--- src/rtl/axis_framer.sv ---
// AXI-Stream framer: 2-entry registered skid buffer, TLAST every FRAME_LEN beats, frame counter.
// Define AXIS_FRAMER_CHECKSUM_EN to append an XOR checksum beat to each frame.
module axis_framer #(
  parameter int unsigned DATA_WIDTH = 32,
  parameter int unsigned FRAME_LEN  = 2
) (
  input  logic                  ACLK,
  input  logic                  ARESET,
  input  logic [DATA_WIDTH-1:0] S_AXIS_TDATA,
  input  logic                  S_AXIS_TVALID,
  output logic                  S_AXIS_TREADY,
  output logic [DATA_WIDTH-1:0] M_AXIS_TDATA,
  output logic                  M_AXIS_TVALID,
  output logic                  M_AXIS_TLAST,
  input  logic                  M_AXIS_TREADY,
  output logic [15:0]           FRAME_CNT
);
  localparam logic [15:0] LAST_IDX = 16'(FRAME_LEN - 1);

  logic [DATA_WIDTH-1:0] out_data_q, out_data_d, skid_data_q, skid_data_d;
  logic                  out_valid_q, out_valid_d, out_last_q, out_last_d;
  logic                  skid_valid_q, skid_valid_d, skid_last_q, skid_last_d;
  logic                  s_ready_q, s_ready_d;
  logic [15:0]           beat_q, beat_d, frame_q, frame_d;
  logic                  in_fire, m_fire, frame_end;
  logic                  push, push_last, data_next;
  logic [DATA_WIDTH-1:0] push_data;

  assign in_fire   = S_AXIS_TVALID & s_ready_q;
  assign m_fire    = out_valid_q & M_AXIS_TREADY;
  assign frame_end = (beat_q == LAST_IDX);

`ifdef AXIS_FRAMER_CHECKSUM_EN
  typedef enum logic {ST_DATA, ST_CSUM} state_e;
  state_e                state_q;
  logic [DATA_WIDTH-1:0] acc_q;
  logic                  csum_push;

  // The checksum beat competes for buffer space exactly like an input beat.
  assign csum_push = (state_q == ST_CSUM) & ~skid_valid_q;

  always_comb begin
    push      = in_fire | csum_push;
    push_data = csum_push ? acc_q : S_AXIS_TDATA;
    push_last = csum_push;
    data_next = (state_q == ST_DATA) ? !(in_fire && frame_end) : csum_push;
  end

  always_ff @(posedge ACLK) begin
    if (ARESET) begin
      state_q <= ST_DATA;
      acc_q   <= '0;
    end else begin
      if (in_fire)
        acc_q <= (beat_q == '0) ? S_AXIS_TDATA : (acc_q ^ S_AXIS_TDATA);
      case (state_q)
        ST_DATA: if (in_fire && frame_end) state_q <= ST_CSUM;
        ST_CSUM: if (csum_push) state_q <= ST_DATA;
        default: state_q <= ST_DATA;
      endcase
    end
  end
`else
  always_comb begin
    push      = in_fire;
    push_data = S_AXIS_TDATA;
    push_last = frame_end;
    data_next = 1'b1;
  end
`endif

  always_comb begin
    out_valid_d  = out_valid_q;
    out_data_d   = out_data_q;
    out_last_d   = out_last_q;
    skid_valid_d = skid_valid_q;
    skid_data_d  = skid_data_q;
    skid_last_d  = skid_last_q;
    if (!out_valid_q || m_fire) begin
      if (skid_valid_q) begin
        out_valid_d  = 1'b1;
        out_data_d   = skid_data_q;
        out_last_d   = skid_last_q;
        skid_valid_d = 1'b0;
      end else begin
        out_valid_d = push;
        if (push) begin
          out_data_d = push_data;
          out_last_d = push_last;
        end
      end
    end else if (push) begin
      skid_valid_d = 1'b1;
      skid_data_d  = push_data;
      skid_last_d  = push_last;
    end
    beat_d = beat_q;
    if (in_fire) beat_d = frame_end ? '0 : beat_q + 16'd1;
    frame_d   = (m_fire && out_last_q) ? frame_q + 16'd1 : frame_q;
    // Ready mirrors next-cycle skid occupancy so it can be a plain register.
    s_ready_d = !skid_valid_d && data_next;
  end

  always_ff @(posedge ACLK) begin
    if (ARESET) begin
      out_valid_q  <= 1'b0;
      out_data_q   <= '0;
      out_last_q   <= 1'b0;
      skid_valid_q <= 1'b0;
      skid_data_q  <= '0;
      skid_last_q  <= 1'b0;
      s_ready_q    <= 1'b0;
      beat_q       <= '0;
      frame_q      <= '0;
    end else begin
      out_valid_q  <= out_valid_d;
      out_data_q   <= out_data_d;
      out_last_q   <= out_last_d;
      skid_valid_q <= skid_valid_d;
      skid_data_q  <= skid_data_d;
      skid_last_q  <= skid_last_d;
      s_ready_q    <= s_ready_d;
      beat_q       <= beat_d;
      frame_q      <= frame_d;
    end
  end

  assign S_AXIS_TREADY = s_ready_q;
  assign M_AXIS_TDATA  = out_data_q;
  assign M_AXIS_TVALID = out_valid_q;
  assign M_AXIS_TLAST  = out_last_q;
  assign FRAME_CNT     = frame_q;

endmodule

--- config.mk ---
export PLATFORM = sky130hd
export DESIGN_NAME = axis_framer
export DESIGN_NICKNAME = d
export VERILOG_FILES = /design/src/rtl/axis_framer.sv
export SDC_FILE = /design/constraint.sdc
export NUM_CORES = 1
export LEC_CHECK = 0
export BUFFER_PORTS_ARGS = -buffer_cell sky130_fd_sc_hd__buf_2
export CAP_MARGIN = 15
export CORE_UTILIZATION = 52
export DETAILED_ROUTE_END_ITERATION = 10
export PLACE_DENSITY = 0.73
export SYNTH_ARGS = -nofsm -noshare
export SYNTH_HDL_FRONTEND = slang
export SYNTH_SLANG_ARGS = --single-unit
export TNS_END_PERCENT = 20
--- constraint.sdc ---
create_clock -name ACLK -period 3.44 [get_ports ACLK]
set_input_delay 0.516 -clock ACLK [delete_from_list [all_inputs] [get_ports ACLK]]
set_output_delay 0.516 -clock ACLK [all_outputs]
set_load 0.02 [all_outputs]
### Word-level counts from Yosys, hierarchy flattened

Index checks and enable logic that the tools add are counted.
Widths: inputs -> output; s select.

| storage, ports and cells | value |
|---|---|
| bits in registers | 101 |
| bits of input ports | 36 |
| output and inout bits | 51 |
| word-level logic and storage cells | 30 |

| cells by class | value |
|---|---|
| $add $sub $neg | 2 |
| equal/unequal tests | 1 |
| muxes and demuxes | 8 |
| bitwise logic cells | 3 |
| reduce and logical (&&, ||, !) cells | 7 |

Operators by type and width:

| operator | count |
|---|---|
| $mux 32 | 2 |
| $add 16x1->16 const B | 2 |
| $eq 16x1->1 const B | 1 |
| $mux 16 | 1 |
| $mux 1 | 5 |
| $reduce_and 2->1 | 2 |
| $and 1x1->1 | 2 |
| $logic_not 1->1 | 2 |
| $reduce_bool 2->1 | 1 |
| $logic_and 1x1->1 | 1 |
| $logic_or 1x1->1 | 1 |
| $not 1->1 | 1 |

### Depth between registers and ports, before layout

| logic depth | value |
|---|---|
| depth after elaboration | 4 |
| gate-level depth with buffers | 7 |

### Worst setup path before layout

OpenSTA, ideal clock, no wires.

| timing path | value |
|---|---|
| path kind | register to register |
| from | register frame_q[4], in the netlist FRAME_CNT[4] |
| to | register frame_q[15], in the netlist FRAME_CNT[15] |
| setup time | 0.070 ns |
| arrival time | 1.794 ns |
| data required time | 3.370 ns |
| setup slack | 1.575 ns |
| cell stages (with the launch flop) | 6 |
| cell sequence | dfxtp_1 > nand4_2 > or3_1 > buf_2 > or4_1 > a21oi_1 |

| on the way | value |
|---|---|
| longest elaborated chain between the ends | 1 |

Ends and longest elaborated chain:

| item | RTL line | RTL |
|---|---|---|
| start: declaration | 24 | `logic [15:0] beat_q, beat_d, frame_q, frame_d;` |
| start signal: assignment | 124 | `frame_q <= frame_d;` |
| $add 16x1->16 | 99 | `frame_d = (m_fire && out_last_q) ? frame_q + 16'd1 : frame_q;` |

Every way passes these cells.
A chain may end at the register's enable or synchronous reset.

### Final worst setup path

| timing path | value |
|---|---|
| from | register s_ready_q, in the netlist S_AXIS_TREADY |
| to | register out_data_q[25], in the netlist M_AXIS_TDATA[25] |

| on the way | value |
|---|---|
| longest elaborated chain between the ends | 3 |

Ends and longest elaborated chain:

| item | RTL line | RTL |
|---|---|---|
| start: declaration | 23 | `logic s_ready_q, s_ready_d;` |
| start signal: assignment | 122 | `s_ready_q <= s_ready_d;` |
| $and 1x1->1 | 29 | `assign in_fire = S_AXIS_TVALID & s_ready_q;` |
| $reduce_bool 2->1 (no line) | -- |  |
| $reduce_and 2->1 (no line) | -- |  |
| end signal: assignment | 117 | `out_data_q <= out_data_d;` |
| end: declaration | 20 | `logic [DATA_WIDTH-1:0] out_data_q, out_data_d, skid_data_q, skid_data_d;` |

Every way passes these cells.

==> results.md <==
| Quantity | This run |
| --- | --- |
| Status | finished clean |
| Maximum clock path buffer count | 2 |
| Power density over cell area | 459 mW/mm^2 |
| Peak per-stage delay on the critical path | 570 ps |
| Worst-case clock skew | 6.40 ps |
| Register-to-Register Path Depth | 5 |
| DRC Markers | 0 |
| Reg-to-Reg Start | S_AXIS_TREADY |
| Period utilization | 58.0% |
| Insertion delay of the later-clocked pin in the worst-skew pair | 360 ps |
| Count of instances resized after the clock tree is built | 0 |
| Hold WC Path Type | in -> reg |
| Sequential element share of the synthesized area | 48.9% |
| Min Tclk post-route | 2000 ps |
| Endpoint of the worst-slack reg-to-reg timing path | M_AXIS_TDATA[25] |
| Count of endpoints failing setup in the final report | 0 |
| Cell leakage power | 1.79 nW |
| F_max | 501 MHz |
| Number of filler cells placed in the layout | 679 |
| Capture point of the critical path | M_AXIS_TDATA[25] |
| Synth Register Bits | 101 |
| Initial core utilization | 53.5% |
| Type of the worst setup path | reg -> reg |
| Reg-to-reg slack, setup | 1440 ps |
| Overflow after GRT | 0 |
| Core area | 0.00773 mm^2 |
| Arrival time at the worst endpoint | 2270 ps |
| VDD IR-drop max | 0.274 mV |
| Rows | 32 |
| Multi-input gate area in the final layout | 0.00197 mm^2 |
| Biggest area consumer among synthesized cells | sky130_fd_sc_hd__dfxtp_1 |
| DRT iter0 DRCs | 140 |
| Area grow syn2layout | 17.1% |
| Number of vias in the routed layout | 3447 |
| Cell types with the largest area share after synthesis | sky130_fd_sc_hd__dfxtp_1 49%, sky130_fd_sc_hd__mux2i_1 8.0%, sky130_fd_sc_hd__nand2_1 7.0% |
| Number of placed I/O pins | 87 |
| Chain of cells forming the critical path | a21oi_1 -> nor2_4 -> buf_4 -> nor2_1 -> a211oi_1 |
| Kind of end point of the critical path | flip-flop |
| Antenna cell count | 0 |
| Pwr Total | 0.00223 W |
| Syn Std Cell Area | 0.00414 mm^2 |
| Residual antenna-violating net count after detailed routing | 0 |
| X dimension of the die | 91.2 um |
| Relative slew slack | 43.5% |
| Area share of the leading cell type in the synthesized netlist | 48.9% |
| Number of instances in the synthesized netlist | 478 |
| Number of clock sinks | 101 |
| Pre-Repair DR Iteration Count | 4 |
| Die Y | 91.2 um |
| Setup repair after global routing missed its margin | no |
| FF+latch area | 0.00202 mm^2 |
| TritonCTS clock tree | built |
| Slew at the pin closest to its max-slew limit | 848 ps |
| Maximum number of pins on one net before global-route repair | 86 |
| Routed Wire Length | 8.29 mm |
| Highest fanout seen on the critical path | 31 |
| Kind of start point of the critical path | flip-flop |
| Wire length of the first global-routing pass | 14.3 mm |
| Initial antenna violation count | 0 |
| Number of pins with negative max-slew slack in the final report | 0 |
| Synth cell types | 36 |
| Number of warning messages in the yosys log | 0 |
| CTS H-tree lvls | 3 |
| Vias per Instance | 5.25 |
| Number of global-route vias before repair | 3187 |
| Number of hold violations in the final report | 0 |
| Post-Syn Nets | 517 |
| Hold-fix buffers, CTS | 0 |
| Post-detail-place hpwl | 5.57 mm |
| Clock-pin slew on the worst setup and hold paths | 100 ps |
| Total Die Area | 0.00832 mm^2 |
| WL/cell | 12.6 um |
| Global placement routability congestion | 0.785 |
| Crit path required time | 3710 ps |
| Fraction of final layout cells with drive strength greater than 1 | 21.3% |
| CTS root buf | sky130_fd_sc_hd__clkbuf_8 |
| Post-Synthesis Mean Instance Area | 8.66 um^2 |
| Number of CTS-inserted buffers | 9 |
| Setup Total Neg Slack | 0 ps |
| Final nets | 589 |
| Critical-path top delay cell | sky130_fd_sc_hd__nor2_4 |
| Crit path from | S_AXIS_TREADY |
| Max_cap viols | 0 |
| Total routing resource utilization after global routing | 21.2% |
| Post CTS Setup Buffer Count | 0 |
| Count of buffers inserted at the top-level ports | 86 |
cells by family after synthesis:
family | synth area share, %
compound gates | 12.8
buf+inv | 3.69
simple gates | 20.9
flops | 48.9
fa+ha+maj | 0.907
xor+xnor | 4.87
mux | 7.98
synth_stat cells:
cell type and count:
sky130_fd_sc_hd__or4_1 4, sky130_fd_sc_hd__a211oi_1 32, sky130_fd_sc_hd__nor2_1 63, sky130_fd_sc_hd__a311oi_1 1
sky130_fd_sc_hd__ha_1 3, sky130_fd_sc_hd__dfxtp_1 101, sky130_fd_sc_hd__a21oi_1 43, sky130_fd_sc_hd__o211a_1 1
sky130_fd_sc_hd__and3_1 1, sky130_fd_sc_hd__nand4_1 10, sky130_fd_sc_hd__nand2_1 77, sky130_fd_sc_hd__o31ai_1 4
sky130_fd_sc_hd__nand3_1 9, sky130_fd_sc_hd__and4_1 1, sky130_fd_sc_hd__nor4_1 8, sky130_fd_sc_hd__or2_2 2
sky130_fd_sc_hd__xnor2_1 14, sky130_fd_sc_hd__nor2b_1 1, sky130_fd_sc_hd__or3_1 3, sky130_fd_sc_hd__nand2b_1 1
sky130_fd_sc_hd__mux2i_1 33, sky130_fd_sc_hd__xor2_1 9, sky130_fd_sc_hd__inv_1 7, sky130_fd_sc_hd__or3_2 1
sky130_fd_sc_hd__nor3_1 8, sky130_fd_sc_hd__a21o_1 1, sky130_fd_sc_hd__and3_2 1, sky130_fd_sc_hd__nand4_2 1
sky130_fd_sc_hd__and2_1 1, sky130_fd_sc_hd__nor4b_1 1, sky130_fd_sc_hd__buf_1 4, sky130_fd_sc_hd__o21bai_1 1
sky130_fd_sc_hd__clkbuf_1 23, sky130_fd_sc_hd__o21ai_0 2, sky130_fd_sc_hd__buf_2 5, sky130_fd_sc_hd__and4_2 1
sequential cells by signal (all words and copies together), names as in the netlist:
register	count
FRAME_CNT	16
M_AXIS_TDATA	32
M_AXIS_TLAST	1
M_AXIS_TVALID	1
S_AXIS_TREADY	1
beat_q	16
skid_data_q	32
skid_last_q	1
skid_valid_q	1
layout make-up:
cell class | count | share of cell area (%)
Timing Repair Buffer | 93 | 9.97
Clock inverter | 6 | 1.55
Clock buffer | 10 | 2.84
Sequential cell | 101 | 41.8
Multi-Input combinational cell | 338 | 40.7
Tap cell | 102 | 2.63
Inverter | 7 | 0.542
placed cells by master (no fill, tap or decap), drive strengths merged, types with 8 or more instances in the layout:
master,n
clkbuf,10
nand4,11
nand2,77
mux2i,33
a21oi,43
xor2,9
nor4,8
xnor2,14
buf,93
nand3,9
inv,11
nor2,63
dfxtp,101
a211oi,32
nor3,8
where the power goes:
| part | switching, W | internal (W) |
|---|---|---|
| sequential | 0.0000216 | 0.00120 |
| clock | 0.000429 | 0.000369 |
| combinational | 0.000127 | 0.0000749 |
critical path, delay by kind of cell, from the launching register on:
family                 cells  cell delay [ps]
and+or+nand+nor            2              640
DFF                        1              480
AOI/OAI and AO/OA          2              430
buffers and inverters      1              350
per-stage QoR:
stage          cell area, um^2  hold WS [ps]  cells  utilization (%)  setup slack, ps
4_1_cts                   4850           366    657             62.7             1430
5_1_grt                   4850           374    657             62.7             1200
6_report                  4850           387    657             62.7             1440
3_3_place_gp              4630           441    641             60.0             1360
3_5_place_dp              4630           449    641             60.0             1250
2_1_floorplan             4140           436    478                -             1580
worst min-delay path by stage:
stage / from / to / slack (ps) / cells after the start
final: S_AXIS_TDATA[23] / skid_data_q[23] / 390 / 3
after global routing: S_AXIS_TDATA[21] / skid_data_q[21] / 370 / 3
after CTS: S_AXIS_TDATA[23] / skid_data_q[23] / 370 / 3
after detailed placement: skid_data_q[25] / skid_data_q[25] / 450 / 2
after global placement: skid_data_q[4] / skid_data_q[4] / 440 / 2
after floorplan: skid_data_q[0] / skid_data_q[0] / 440 / 2
per-layer routing:
layer | GRT usage [%] | part of all wire, % | wire [um] | vias up
met5 | 0 | 0 | 0 | -
met2 | 35.6 | 47 | 3900 | 63
met4 | 6.75 | 1.4 | 116 | 0
met3 | 6.11 | 4.9 | 406 | 12
li1 | - | - | - | 1791
met1 | 26.2 | 47 | 3870 | 1581
No activity file was read; power rests on OpenSTA's default activity.
